[config.mk]
export PLATFORM = sky130hd
export DESIGN_NAME = dac_cfg_loader
export DESIGN_NICKNAME = d
export VERILOG_FILES = /design/src/rtl/dac_cfg_pkg.sv /design/src/rtl/cfg_frame_rx.sv /design/src/rtl/dac_cfg_loader.sv
export SDC_FILE = /design/constraint.sdc
export NUM_CORES = 1
export LEC_CHECK = 0
export ABC_AREA = 1
export ABC_CLOCK_PERIOD_IN_PS = 5000
export CAP_MARGIN = 20
export CORE_MARGIN = 4
export CORE_UTILIZATION = 60
export CTS_CLUSTER_SIZE = 25
export DETAILED_ROUTE_END_ITERATION = 8
export PLACE_DENSITY = 0.9
export SLEW_MARGIN = 40
export SYNTH_ARGS = -nofsm -noshare
export SYNTH_HDL_FRONTEND = slang
export SYNTH_SLANG_ARGS = --single-unit
[constraint.sdc]
create_clock -name clk -period 5 [get_ports clk]
set_clock_uncertainty 0.15 [all_clocks]
set_input_delay 1 -clock clk [delete_from_list [all_inputs] [get_ports clk]]
set_output_delay 1 -clock clk [all_outputs]
set_load 0.01 [all_outputs]
[src/rtl/dac_cfg_pkg.sv]
// Shared types, limits and helpers for the DAC serial configuration loader.
// The legacy ST_* constants mirror the receiver state enum one-to-one.
package dac_cfg_pkg;

    localparam int NCH_MAX = 16;
    localparam int W_MAX   = 16;

    typedef enum logic [2:0] {
        RX_IDLE   = 3'd0,
        RX_ADDR   = 3'd1,
        RX_DATA   = 3'd2,
        RX_PAR    = 3'd3,
        RX_COMMIT = 3'd4
    } rx_state_e;

    localparam logic [2:0] ST_IDLE   = 3'(RX_IDLE);
    localparam logic [2:0] ST_ADDR   = 3'(RX_ADDR);
    localparam logic [2:0] ST_DATA   = 3'(RX_DATA);
    localparam logic [2:0] ST_PAR    = 3'(RX_PAR);
    localparam logic [2:0] ST_COMMIT = 3'(RX_COMMIT);

    function automatic int addr_width(input int nch);
        return (nch > 1) ? $clog2(nch) : 1;
    endfunction

    localparam int AW_MAX    = addr_width(NCH_MAX);
    localparam int PAR_VEC_W = AW_MAX + W_MAX + 1;

    // Start bit + address + data + parity.
    function automatic int frame_len(input int aw, input int w);
        return aw + w + 2;
    endfunction

    function automatic logic odd_ones(input logic [PAR_VEC_W-1:0] v);
        return ^v;
    endfunction

endpackage

[src/rtl/cfg_frame_rx.sv]
// Serial frame receiver: start detect, address/data shift, even-parity and
// address-range check. Results are held stable while commit is high.
module cfg_frame_rx
    import dac_cfg_pkg::*;
#(
    parameter int NCH = 4,
    parameter int W   = 8,
    parameter int AW  = 2
) (
    input  logic          clk,
    input  logic          rst,
    input  logic          sdi,
    input  logic          sen,
    output logic [AW-1:0] addr,
    output logic [W-1:0]  data,
    output logic          commit,
    output logic          ok,
    output logic          busy
);

    localparam int            CW        = $clog2(W_MAX + 1);
    localparam logic [CW-1:0] ADDR_LAST = CW'(AW - 1);
    localparam logic [CW-1:0] DATA_LAST = CW'(W - 1);
    localparam logic [AW:0]   NCH_LIM   = (AW + 1)'(NCH);

    logic [2:0]    state_r, state_nxt_s;
    logic [CW-1:0] cnt_r, cnt_nxt_s;
    logic [AW-1:0] addr_r, addr_nxt_s;
    logic [W-1:0]  data_r, data_nxt_s;
    logic          ok_r, ok_nxt_s;
    logic          busy_r;
    logic          commit_r;

    // Next-state, shift and check logic; only qualified bits advance the frame.
    always_comb begin
        state_nxt_s = state_r;
        cnt_nxt_s   = cnt_r;
        addr_nxt_s  = addr_r;
        data_nxt_s  = data_r;
        ok_nxt_s    = ok_r;
        case (state_r)
            ST_IDLE: begin
                if (sen && sdi) begin
                    state_nxt_s = ST_ADDR;
                    cnt_nxt_s   = '0;
                    addr_nxt_s  = '0;
                    data_nxt_s  = '0;
                    ok_nxt_s    = 1'b0;
                end else begin
                    state_nxt_s = ST_IDLE;
                end
            end
            ST_ADDR: begin
                if (sen) begin
                    addr_nxt_s    = addr_r << 1;
                    addr_nxt_s[0] = sdi;
                    if (cnt_r == ADDR_LAST) begin
                        state_nxt_s = ST_DATA;
                        cnt_nxt_s   = '0;
                    end else begin
                        cnt_nxt_s = cnt_r + CW'(1);
                    end
                end else begin
                    state_nxt_s = ST_ADDR;
                end
            end
            ST_DATA: begin
                if (sen) begin
                    data_nxt_s    = data_r << 1;
                    data_nxt_s[0] = sdi;
                    if (cnt_r == DATA_LAST) begin
                        state_nxt_s = ST_PAR;
                        cnt_nxt_s   = '0;
                    end else begin
                        cnt_nxt_s = cnt_r + CW'(1);
                    end
                end else begin
                    state_nxt_s = ST_DATA;
                end
            end
            ST_PAR: begin
                if (sen) begin
                    // Even parity over address, data and the parity bit itself.
                    ok_nxt_s    = ~odd_ones(PAR_VEC_W'({addr_r, data_r, sdi}))
                                  && ({1'b0, addr_r} < NCH_LIM);
                    state_nxt_s = ST_COMMIT;
                end else begin
                    state_nxt_s = ST_PAR;
                end
            end
            ST_COMMIT: begin
                state_nxt_s = ST_IDLE;
                cnt_nxt_s   = '0;
            end
            default: begin
                state_nxt_s = ST_IDLE;
                cnt_nxt_s   = '0;
            end
        endcase
    end

    // Receiver state registers and registered status decode.
    always_ff @(posedge clk) begin
        if (rst) begin
            state_r  <= ST_IDLE;
            cnt_r    <= '0;
            addr_r   <= '0;
            data_r   <= '0;
            ok_r     <= 1'b0;
            busy_r   <= 1'b0;
            commit_r <= 1'b0;
        end else begin
            state_r  <= state_nxt_s;
            cnt_r    <= cnt_nxt_s;
            addr_r   <= addr_nxt_s;
            data_r   <= data_nxt_s;
            ok_r     <= ok_nxt_s;
            busy_r   <= (state_nxt_s != ST_IDLE);
            commit_r <= (state_nxt_s == ST_COMMIT);
        end
    end

    assign addr   = addr_r;
    assign data   = data_r;
    assign commit = commit_r;
    assign ok     = ok_r;
    assign busy   = busy_r;

endmodule

[src/rtl/dac_cfg_loader.sv]
// Addressed, parity-checked serial loader feeding NCH double-buffered
// W-bit channel registers (shadow bank -> active bank).
module dac_cfg_loader
    import dac_cfg_pkg::*;
#(
    parameter int NCH = 4,
    parameter int W   = 8
) (
    input  logic           clk,
    input  logic           rst,
    input  logic           sdi,
    input  logic           sen,
    input  logic           update,
    input  logic           auto_upd,
    output logic [NCH*W-1:0] cfg_o,
    output logic [NCH-1:0] loaded_o,
    output logic           busy_o,
    output logic           frame_ok_o,
    output logic           err_o
);

    localparam int AW = addr_width(NCH);

    logic [AW-1:0] addr_s;
    logic [W-1:0]  data_s;
    logic          commit_s;
    logic          ok_s;
    logic          busy_s;
    logic          acc_s;
    logic          rej_s;

    logic [W-1:0]   shadow_r [NCH];
    logic [W-1:0]   active_r [NCH];
    logic [NCH-1:0] loaded_r;
    logic           frame_ok_r;
    logic           err_r;

    cfg_frame_rx #(
        .NCH (NCH),
        .W   (W),
        .AW  (AW)
    ) u_rx (
        .clk    (clk),
        .rst    (rst),
        .sdi    (sdi),
        .sen    (sen),
        .addr   (addr_s),
        .data   (data_s),
        .commit (commit_s),
        .ok     (ok_s),
        .busy   (busy_s)
    );

    assign acc_s = commit_s & ok_s;
    assign rej_s = commit_s & ~ok_s;

    // Shadow bank and loaded flags take only accepted frames.
    always_ff @(posedge clk) begin
        if (rst) begin
            for (int k = 0; k < NCH; k++) begin
                shadow_r[k] <= '0;
            end
            loaded_r <= '0;
        end else begin
            for (int k = 0; k < NCH; k++) begin
                if (acc_s && (addr_s == AW'(k))) begin
                    shadow_r[k] <= data_s;
                    loaded_r[k] <= 1'b1;
                end
            end
        end
    end

    // Active bank: a fresh commit beats the stale shadow when update coincides.
    always_ff @(posedge clk) begin
        if (rst) begin
            for (int k = 0; k < NCH; k++) begin
                active_r[k] <= '0;
            end
        end else begin
            for (int k = 0; k < NCH; k++) begin
                if (acc_s && (addr_s == AW'(k)) && (auto_upd || update)) begin
                    active_r[k] <= data_s;
                end else if (update) begin
                    active_r[k] <= shadow_r[k];
                end
            end
        end
    end

    // One-cycle status pulses following the commit cycle.
    always_ff @(posedge clk) begin
        if (rst) begin
            frame_ok_r <= 1'b0;
            err_r      <= 1'b0;
        end else begin
            frame_ok_r <= acc_s;
            err_r      <= rej_s;
        end
    end

    for (genvar g = 0; g < NCH; g++) begin : g_cfg
        assign cfg_o[g*W +: W] = active_r[g];
    end

    assign loaded_o   = loaded_r;
    assign busy_o     = busy_s;
    assign frame_ok_o = frame_ok_r;
    assign err_o      = err_r;

endmodule

==> impl_metrics.csv <==
group,metric,value,unit
cts,clock_sinks,91,
layout,design_area,4650,sq um
synth,ys_seq_area_share,63.2,%
detailed_routing,avgRoutedWirePerCell,15.8,um
timing,report.final.setup_viol,0,
synth,async_reset_ff_share,0,%
worst_setup_path,worstSetupEndpointType,"flop",
floorplan,initial_utilization,61.8,%
place,port_buffers,44,
power_and_ir_drop,p_leak,1.89,nW
place,hpwl,5820,um
timing,rsz0062_at_grt,"false",
floorplan,die_w,88.6,um
outcome,status,"completed",
detailed_routing,wl,8500,um
layout,fillers,413,
layout,drive_above_1_share,9.31,%
worst_setup_path,setup.worst_path.class,"input pin to flop",
worst_setup_path,cp.required,4880,ps
timing,tightest_slew,790,ps
global_route,antenna_found_initial,0,
synth,synth_edf_count,64,
layout,final_cell_mix,"nor2_1 (68), edfxtp_1 (64), nand2_1 (61)",
cts,clockBufferDepth,2,
detailed_routing,route.detailed.drc,0,
synth,synth_area_per_cell,9.60,sq um
synth,syn_area,3900,sq um
floorplan,fp.dieH,88.6,um
synth,synth_cells,406,
synth,ys_types,28,
synth,ys_warn_count,0,
worst_setup_path,r2r_cells,4,
global_route,grt_overflow,0,
flow_run,cap_violations,0,
cts,clkTransAtPathRegs,90,ps
layout,diodes,0,
global_route,grtUsageMet2,39.6,%
global_route,gr-usage-met3,5.68,%
layout,final_common_cell,"nor2_1",
cts,cts_tree,"built",
cts,clk_latency,360,ps
global_route,grt_most_used_layer,"met2",
power_and_ir_drop,power,1.58,mW
cts,ctsHtreeMaxLevel,3,
worst_hold_path,hold_depth,2,
worst_setup_path,worst-path-max-fanout,28,
worst_hold_path,min_path_type,"flop to flop",
detailed_routing,num_vias,3047,
synth,synth-main-ff-cell,"edfxtp_1",
floorplan,io_pins,45,
timing,fmax,0.327,GHz
layout,syn_to_final_growth,19.2,%
timing,fin_setup_tns,0,ps
floorplan,core_region_area,6310,sq um
timing,worst_slack,1950,ps
floorplan,num_rows,29,
timing,final_hold_viol_count,0,
layout,nets,465,
detailed_routing,ant_nets,0,
cts,ctsHoldBuffers,0,
cts,cts_resized,0,
power_and_ir_drop,ir_drop,0.232,mV
synth,synth_nets,414,
detailed_routing,drt-pass1-iter-count,5,
timing,slew_viol_final,0,
worst_setup_path,worst_ep_arrival_time,2940,ps
detailed_routing,vias_per_cell,5.65,
layout,regArea,2460,sq um
detailed_routing,drtIter0Drc,330,
place,pre_cts_ws,1630,ps
place,dpl_cell_area,4420,sq um
cts,cts_setup_buffers,0,
worst_setup_path,start_kind,"input pin",
global_route,track_usage,23.4,%
synth,ys_ff_latch,91,
layout,multi_input_area,1140,sq um
cts,root_buffer,"clkbuf_8",
timing,slew_headroom,47.0,%
global_route,first_global_vias,2880,
place,gp_congestion,0.875,
global_route,grt_max_degree,29,
cts,numCtsBuffers,9,
timing,min_period,3050,ps
floorplan,die_area,7850,sq um
global_route,grt_pass1_wl,13700,um
timing,period_share,61.1,%
global_route,use_met1,28.3,%
power_and_ir_drop,power_density,340,nW/um^2
## metal layers
layer	vias to the layer above	routed length, um
met5	-	0
met1	1406	3160
met4	0	265
met3	26	720
li1	1454	-
met2	161	4350
## cell type report
class,count,share of cell area (%)
Sequential cell,91,53.0
Clock inverter,5,1.83
Inverter,73,5.93
Timing Repair Buffer,44,9.48
Tap cell,77,2.07
Multi-Input combinational cell,238,24.6
Clock buffer,11,3.04
## cells by family (layout without fill, tap and decap cells)
kind of cell	count (synthesis)	after routing	share of synthesized area (%)
xor+xnor	2	2	0.449
simple gates	158	158	17.4
compound gates	76	76	10.9
fa+ha+maj	2	2	0.642
buf+inv	77	133	7.48
flops	91	91	63.2
## registers in the layout, indices dropped and copies added, names as in the netlist, 2 cells and up
name	count
u_rx.addr	2
u_rx.data	8
u_rx.cnt_r	5
active_r	32
loaded_o	4
shadow_r	32
u_rx.state_r	3
## synth_stat cells (all sizes together) (2+ instances only)
cell type,count,share of area [%]
o21ai,35,4.8
dfxtp,27,14
edfxtp,64,49
nand3,13,1.9
o22ai,24,3.9
clkinv,5,0.51
clkbuf,2,0.22
ha,2,0.64
nand4,4,0.80
a21oi,16,2.1
nand2,66,6.7
nor3,3,0.77
nor2,71,7.0
buf,2,0.19
inv,68,6.5
## stage by stage
step                cells  hold WS (ps)  util [%]
floorplan             406           296         -
global placement      523           304      70.0
detailed placement    523           312      70.0
CTS                   539           331      73.6
global route          539           355      73.6
finish                539           326      73.6
## critical path, cell delays in order
cell and delay [ps]:
clkdlybuf4s50_1 720, inv_2 530, nand3_2 310, nand3_1 370
## report_power, final
| part | total (mW) | switching (mW) | internal (mW) |
|---|---|---|---|
| Clock | 0.557 | 0.259 | 0.298 |
| Sequential | 0.858 | 0.0177 | 0.840 |
| Combinational | 0.162 | 0.101 | 0.0617 |
| Total | 1.58 | 0.378 | 1.20 |
## final timing paths
path,from,end,slack (ps)
max,rst,active_r[2][2]$_SDFFCE_PN0P_,1950
min,loaded_o[1]$_SDFFE_PP0N_,loaded_o[1]$_SDFFE_PP0N_,330
max reg2reg,u_rx.addr[0]$_SDFFE_PP0P_,active_r[1][4]$_SDFFCE_PN0P_,2950
min reg2reg,loaded_o[1]$_SDFFE_PP0N_,loaded_o[1]$_SDFFE_PP0N_,330
(Power assumes the default switching activity.)
